File: config.mk
export PLATFORM = sky130hd
export DESIGN_NAME = bcd_to_bin_seq
export DESIGN_NICKNAME = d
export VERILOG_FILES = /design/src/rtl/bcd_to_bin_seq_pkg.sv /design/src/rtl/bcd_to_bin_seq_cond_sub3.sv /design/src/rtl/bcd_to_bin_seq.sv
export SDC_FILE = /design/constraint.sdc
export NUM_CORES = 1
export LEC_CHECK = 0
export CORE_ASPECT_RATIO = 0.75
export CORE_MARGIN = 3
export CORE_UTILIZATION = 53
export DETAILED_ROUTE_END_ITERATION = 6
export PLACE_DENSITY = 0.79
export SYNTH_ARGS = -nofsm -noshare
export SYNTH_HDL_FRONTEND = slang
export SYNTH_SLANG_ARGS = --single-unit
File: constraint.sdc
create_clock -name clk -period 1.62 [get_ports clk]
set_input_delay 0.324 -clock clk [delete_from_list [all_inputs] [get_ports clk]]
set_output_delay 0.324 -clock clk [all_outputs]
set_load 0.01 [all_outputs]
File: src/rtl/bcd_to_bin_seq_pkg.sv
// ---------------------------------------------------------------------------
// bcd_to_bin_seq_pkg
// Shared definitions for the keypad BCD-to-binary operand converter:
// default sizes, FSM state encoding, the digit correction constant and a
// helper that tells whether a nibble is a legal BCD digit.
// ---------------------------------------------------------------------------
package bcd_to_bin_seq_pkg;

  localparam int DIGITS_DEFAULT = 4;
  localparam int BIN_W_DEFAULT  = 14;

  typedef enum logic [1:0] {
    IDLE  = 2'd0,
    SHIFT = 2'd1,
    DONE  = 2'd2
  } state_t;

  // Reverse double dabble undoes the add-3 of the forward direction.
  localparam logic [3:0] CORR_VAL = 4'd3;

  function automatic logic digit_ok(input logic [3:0] d);
    return d <= 4'd9;
  endfunction

endpackage

File: src/rtl/bcd_to_bin_seq_cond_sub3.sv
// ---------------------------------------------------------------------------
// cond_sub3
// Combinational BCD digit corrector for reverse double dabble.
// Ports:
//   i  in  4  digit after the right shift
//   o  out 4  i-3 when i >= 8, otherwise i unchanged
// ---------------------------------------------------------------------------
module cond_sub3
  import bcd_to_bin_seq_pkg::*;
(
  input  logic [3:0] i,
  output logic [3:0] o
);

  // A digit >= 8 minus 3 is >= 5, so this never wraps.
  assign o = (i >= 4'd8) ? (i - CORR_VAL) : i;

endmodule

File: src/rtl/bcd_to_bin_seq.sv
// ---------------------------------------------------------------------------
// bcd_to_bin_seq
// Iterative packed-BCD to binary converter (reverse double dabble). A legal
// operand takes BIN_W shift cycles; an operand with any nibble > 9 is
// rejected in one cycle with err set.
// Ports:
//   clk      in  1          system clock, rising edge
//   rst_n    in  1          synchronous active-low reset
//   start    in  1          conversion request, honoured in IDLE or DONE
//   bcd_in   in  4*DIGITS   packed BCD operand, digit 0 in [3:0]
//   busy     out 1          conversion in progress
//   done     out 1          one-cycle completion / rejection pulse
//   err      out 1          last accepted operand was not valid BCD
//   bin_out  out BIN_W      result, held between conversions
// ---------------------------------------------------------------------------
module bcd_to_bin_seq
  import bcd_to_bin_seq_pkg::*;
#(
  parameter int DIGITS = DIGITS_DEFAULT,
  parameter int BIN_W  = BIN_W_DEFAULT
) (
  input  logic                clk,
  input  logic                rst_n,
  input  logic                start,
  input  logic [4*DIGITS-1:0] bcd_in,
  output logic                busy,
  output logic                done,
  output logic                err,
  output logic [BIN_W-1:0]    bin_out
);

  localparam int BW = 4 * DIGITS;
  localparam int CW = $clog2(BIN_W + 1);

  state_t            state_reg, state_next;
  logic [BW-1:0]     bcd_reg;
  logic [BIN_W-1:0]  bin_reg;
  logic [CW-1:0]     count_reg;
  logic [BIN_W-1:0]  bin_out_reg;
  logic              err_reg;

  // Input validity: every nibble must be 0..9.
  logic [DIGITS-1:0] nib_ok;
  logic              input_ok;

  // One shift step: {bcd, bin} >> 1, then per-digit correction.
  logic [BW+BIN_W-1:0] cat_sh;
  logic [BW-1:0]       bcd_sh;
  logic [BW-1:0]       bcd_corr;
  logic [BIN_W-1:0]    bin_sh;

  assign cat_sh = {bcd_reg, bin_reg} >> 1;
  assign bcd_sh = cat_sh[BW+BIN_W-1:BIN_W];
  assign bin_sh = cat_sh[BIN_W-1:0];

  genvar gi;
  generate
    for (gi = 0; gi < DIGITS; gi++) begin : g_digit
      assign nib_ok[gi] = digit_ok(bcd_in[4*gi +: 4]);

      cond_sub3 u_cond_sub3 (
        .i (bcd_sh[4*gi +: 4]),
        .o (bcd_corr[4*gi +: 4])
      );
    end
  endgenerate

  assign input_ok = &nib_ok;

  logic accept;
  assign accept = start && ((state_reg == IDLE) || (state_reg == DONE));

  // State register
  always_ff @(posedge clk) begin
    if (!rst_n) begin
      state_reg <= IDLE;
    end else begin
      state_reg <= state_next;
    end
  end

  // Next-state logic
  always_comb begin
    state_next = state_reg;
    case (state_reg)
      IDLE, DONE: begin
        if (start) begin
          state_next = input_ok ? SHIFT : DONE;
        end else begin
          state_next = IDLE;
        end
      end
      SHIFT: begin
        if (count_reg == CW'(1)) begin
          state_next = DONE;
        end
      end
      default: state_next = IDLE;
    endcase
  end

  // Outputs decoded from the registered state
  always_comb begin
    busy = (state_reg == SHIFT);
    done = (state_reg == DONE);
  end

  // Datapath: shift registers, counter, result and error flag
  always_ff @(posedge clk) begin
    if (!rst_n) begin
      bcd_reg     <= '0;
      bin_reg     <= '0;
      count_reg   <= '0;
      bin_out_reg <= '0;
      err_reg     <= 1'b0;
    end else if (accept) begin
      if (input_ok) begin
        bcd_reg   <= bcd_in;
        bin_reg   <= '0;
        count_reg <= CW'(BIN_W);
        err_reg   <= 1'b0;
      end else begin
        // Rejected operand: result register deliberately left untouched.
        err_reg <= 1'b1;
      end
    end else if (state_reg == SHIFT) begin
      bcd_reg   <= bcd_corr;
      bin_reg   <= bin_sh;
      count_reg <= count_reg - CW'(1);
      if (count_reg == CW'(1)) begin
        bin_out_reg <= bin_sh;
      end
    end
  end

  assign bin_out = bin_out_reg;
  assign err     = err_reg;

endmodule
=== Yosys cells after proc, flatten, opt, wreduce, memory -nomap -nowiden ===
Cells that the tools add are included.

* Register bits: 51
* Input port bits: 19
* Output and inout bits: 17
* Logic and storage cells: 51

* Add/sub/neg operators: 5
* Magnitude comparators: 8
* Eq/ne operators: 5
* Multiplexer cells: 18
* Bitwise logic cells: 1
* Reduce and logical (&&, ||, !) cells: 8

{| class="wikitable"
|+ Operators by type and width
! cell !! number
|-
| $mux 16 || 3
|-
| $mux 14 || 3
|-
| $mux 4 || 7
|-
| $le 4x4->1 const B || 4
|-
| $ge 4x4->1 const B || 3
|-
| $sub 4x2->4 const B || 3
|-
| $mux 2 || 3
|-
| $eq 4x1->1 const B || 1
|-
| $ge 3x4->1 const B || 1
|-
| $pmux 2 s2 || 1
|-
| $reduce_and 4->1 || 1
|-
| $sub 3x2->4 const B || 1
|-
| $sub 4x1->4 const B || 1
|-
| $reduce_and 3->1 || 1
|-
| $eq 2x1->1 const B || 1
|-
| $eq 2x2->1 const B || 1
|-
| $logic_not 2->1 || 1
|-
| $ne 2x1->1 const B || 1
|-
| $ne 2x2->1 const B || 1
|-
| $reduce_and 2->1 || 1
|-
| $reduce_bool 2->1 || 1
|-
| $reduce_or 2->1 || 1
|-
| $logic_and 1x1->1 || 1
|-
| $logic_or 1x1->1 || 1
|-
| 2 further kinds || 2
|}

=== Depth between registers and ports, before layout ===
* Depth after elaboration: 5
* Mapped depth: 7

=== By module ===
From an unflattened synthesis, not the netlist that was laid out.

* Cells, all modules: 305
* Area, all modules: 2,653.8 µm²

{| class="wikitable"
|+ Modules (own cells, without submodules)
! module !! instances !! cells each !! area an instance (µm²) !! seq. area each (µm²)
|-
| bcd_to_bin_seq || 1 || 261 || 2,348.5 || 1,001.0
|-
| cond_sub3 || 4 || 11 || 76.3 || 0.0
|}

=== Worst setup path after synthesis ===
Ideal clock, no wire load.

* Path kind: register -> register
* Start: register count_reg[0]
* End: register bin_out_reg[10] (netlist: bin_out[10])
* Arrival: 1,182 ps
* Required time: 1,488 ps
* Setup slack: 306 ps
* Cell stages (with the launch flop): 7
* Clock period less this slack: 1,314 ps
* Cells stage by stage: dfxtp_1 > ha_1 > nor3b_4 > nand2_2 > buf_2 > nand2_1 > a21oi_1

* Longest elaborated chain between the ends: 2

{| class="wikitable"
|+ RTL lines
! item !! RTL line !! text
|-
| start, declared || bcd_to_bin_seq.sv:38 || <nowiki>logic [CW-1:0] count_reg;</nowiki>
|-
| start signal, assigned || bcd_to_bin_seq.sv:120 || <nowiki>count_reg <= CW'(BIN_W);</nowiki>
|-
| start signal, assigned || bcd_to_bin_seq.sv:129 || <nowiki>count_reg <= count_reg - CW'(1);</nowiki>
|-
| $eq 4x1->1 || bcd_to_bin_seq.sv:130 || <nowiki>if (count_reg == CW'(1)) begin</nowiki>
|-
| $reduce_and 3->1 (no source line) || - ||
|-
| end signal, assigned || bcd_to_bin_seq.sv:131 || <nowiki>bin_out_reg <= bin_sh;</nowiki>
|-
| end, declared || bcd_to_bin_seq.sv:39 || <nowiki>logic [BIN_W-1:0] bin_out_reg;</nowiki>
|}

No other way between the ends.
A chain may end at the register's enable or synchronous reset.

=== Final worst setup path ===
* Start: input port bcd_in[1]
* End: register bcd_reg[6]

* Longest elaborated chain between the ends: 4

{| class="wikitable"
|+ RTL lines
! item !! RTL line !! text
|-
| start, declared || bcd_to_bin_seq.sv:25 || <nowiki>input logic [4*DIGITS-1:0] bcd_in,</nowiki>
|-
| $le 4x4->1 || bcd_to_bin_seq_pkg.sv:22 || <nowiki>return d <= 4'd9;</nowiki>
|-
| $reduce_and 4->1 || bcd_to_bin_seq.sv:68 || <nowiki>assign input_ok = &nib_ok;</nowiki>
|-
| $ne 2x2->1 (no source line) || - ||
|-
| $reduce_and 2->1 (no source line) || - ||
|-
| end signal, assigned || bcd_to_bin_seq.sv:118 || <nowiki>bcd_reg <= bcd_in;</nowiki>
|-
| end signal, assigned || bcd_to_bin_seq.sv:127 || <nowiki>bcd_reg <= bcd_corr;</nowiki>
|-
| end, declared || bcd_to_bin_seq.sv:36 || <nowiki>logic [BW-1:0] bcd_reg;</nowiki>
|}

No other way between the ends.

==> metrics.txt <==
pwr dens approximately 840 nW/um2; clock sinks 50; Final nets approximately 340; Slowest-stage cell, CP clkdlybuf4s50_1; worst hold start bin_out[1]; drt drc 0; Critical Path AT roughly 1700 ps; pin count of the biggest net entering global routing 36; vias per cell about 5.5; R2R Path Start count_reg[0]; cell-by-cell trace of the critical path clkdlybuf4s50_1 -> o21ai_1 -> and4_2 -> buf_4 -> a211oi_1 -> o21a_1; GRT Residual Overflow 0; Root Buffer clkbuf_8; CTS max path bufs 2; # Post-CTS Setup Buffers 0; Final Util 0.753; EDFF count, synth 0; Worst R2R End bin_out[12]; Seq/Total Area, Yosys 0.442; DP HPWL 3540 um; WHS Endpoint bin_out[1]; hold path depth 2; Hold Path Class reg -> reg; width of the die ~82 um; Final Max Tran Viols 0; r2r setup slk ~190 ps; post-route cell area 2920 um2; die area about 5000 um2; Setup crit end kind flop; Detailed Route WL approximately 5200 um; Async SR Flop Fraction 0; initial antenna violation count 0; yosys warns 0; Top FF cell, synth dfxtp_1; Detail Route Antenna Nets 0; syn_nets approximately 300; Hold Vio Cnt, Final 0; Clk Latency, worst-skew pair approximately 290 ps; DIE HEIGHT ~63 um; placed cell areas approximately 2800 um2; Starting Density 0.585; Final min period 1550 ps; Lkg Pwr approximately 1.1 nW; Max Clock Freq about 0.64 GHz; CTS tree yes; RSZ-0062 raised after global routing no; total track usage 0.215; worst reg2reg path depth 5; vias in the first global route approximately 1900; P&R area growth vs syn 28.8%; total power 0.00244 W; number of diodes 0; Non-Filler Instances approximately 370; Rel. slew slack 0.799; fillers ~300; synthesized netlist cell count 270; Iteration-0 DRC Markers 86; number of max-cap violations 0; outcome finished clean; H-tree levels 2; CP required between 1500 and 2000 ps; Worst-path clk slew ~90 ps; core area ~3900 um2; delay-heaviest family, CP buffers and inverters; Setup violations, final 0; Inst Count DP 360; routed len/inst about 14 um; IO Pins 36; VDD IR-drop max between 0.9 and 1 mV; Worst Path Class, Setup in -> reg; worst path bufs/invs 2; Max FO, Critical Path 8; syn avg cell area around 8.4 um2; worst hold slack around 450 ps; Cell Area, Synth 2270 um2; 1st-pass router iterations 4; Final Skew ~5.6 ps; I/O Buffers 35; first-pass GRT wire length around 8900 um; max reg flops 16; Worst-Margin Slew about 300 ps; count of cell types in the netlist 34; share of cells above drive strength 1 0.120; Startpoint Class input pin; fin crit share 0.958; final RePlAce weighted congestion 0.790; crit-path max cell delay ~440 ps; Rows 19; Yosys reg bits 50; total CTS buffers 5; DR vias just over 2000
## layer usage
layer / routed length (um) / global-route usage
met1: 2570 / 0.319
met2: 2290 / 0.324
met3: 296 / 0.0432
met4: 18 / 0.0316
met5: 0 / 0
## layout by cell type (no fill, tap or decap), types with 8 or more instances in the layout
master / instances
clkdlybuf4s50_1: 33
nand3_1: 16
a21oi_1: 31
nand2_1: 45
ha_1: 8
nor2_1: 10
dfxtp_1: 50
inv_1: 8
buf_4: 19
o22ai_1: 19
## worst reg2reg max path, delay by kind of cell (launching register included)
kind,cells,cell delay [ps]
AO/OA/AOI/OAI,1,130
adder cells (fa/ha/maj),1,170
buffers and inverters,1,250
flip-flops,1,400
AND/OR/NAND/NOR,2,410
## synthesized netlist by cell type, types with 4 or more instances
master,count,area [um2]
mux2i_1,5,50.1
ha_1,8,100
o21ai_0,4,20.0
dfxtp_1,50,1000
nand2_1,45,169
nor2_1,10,37.5
nor2b_1,5,31.3
buf_2,11,55.1
o211ai_1,4,30.0
o21a_1,7,52.6
o22ai_1,19,119
xnor2_1,7,61.3
nand3_1,16,80.1
o21ai_1,5,25.0
clkbuf_1,6,22.5
a21oi_1,31,155
inv_1,8,30.0
## final cells by class
type,count,area [um2],share of cell area
multi-input cells,190,1140,0.391
inverters,10,37.5,0.0129
well taps,52,65.1,0.0223
clock buffers,5,68.8,0.0236
clock inverters,3,40.0,0.0137
repair buffers,58,566,0.194
flip-flops and latches,50,1000,0.343
## worst max-delay path by stage
stage / startpoint / to / cells past startpoint
detailed placement: bcd_in[13] / bcd_reg[12] / 5
floorplan: count_reg[0] / bin_out[10] / 6
global placement: bcd_in[1] / bcd_reg[12] / 5
CTS: state_reg[0] / done / 2
finish: bcd_in[1] / bcd_reg[6] / 6
global route: bcd_in[1] / bcd_reg[7] / 6
## metrics by stage
step / setup TNS [ps] / setup WS (ps)
after global routing: 0 / 0.712
after CTS: 0 / 2.95
final: 0 / 68.4
after global placement: -6400 / -256
after detailed placement: -7330 / -272
after floorplan: 0 / 306
## cells by family after synthesis
kind of cell / count (synthesis) / share of synthesized area
AOI/OAI and AO/OA: 80 / 0.214
xor gates and xnor gates: 8 / 0.0309
adders and majority gates: 8 / 0.0442
buffers and inverters: 30 / 0.0607
DFF: 50 / 0.442
muxes: 5 / 0.0221
and+or+nand+nor: 89 / 0.187
## report_power, final
part	switching [W]	leakage, nW	internal, W
registers	0.0000301	0.405	0.00126
logic	0.000154	0.607	0.000160
clock network	0.000388	0.0579	0.000455
total	0.000572	1.07	0.00187
## timing repair
item                                    in CTS  in global routing
resized for setup                            2                  5
pin swaps                                    0                  0
endpoints found under the hold margin        0                  0
hold buffers                                 0                  0
endpoints found under the setup margin       1                 18
(Power assumes the default switching activity.)
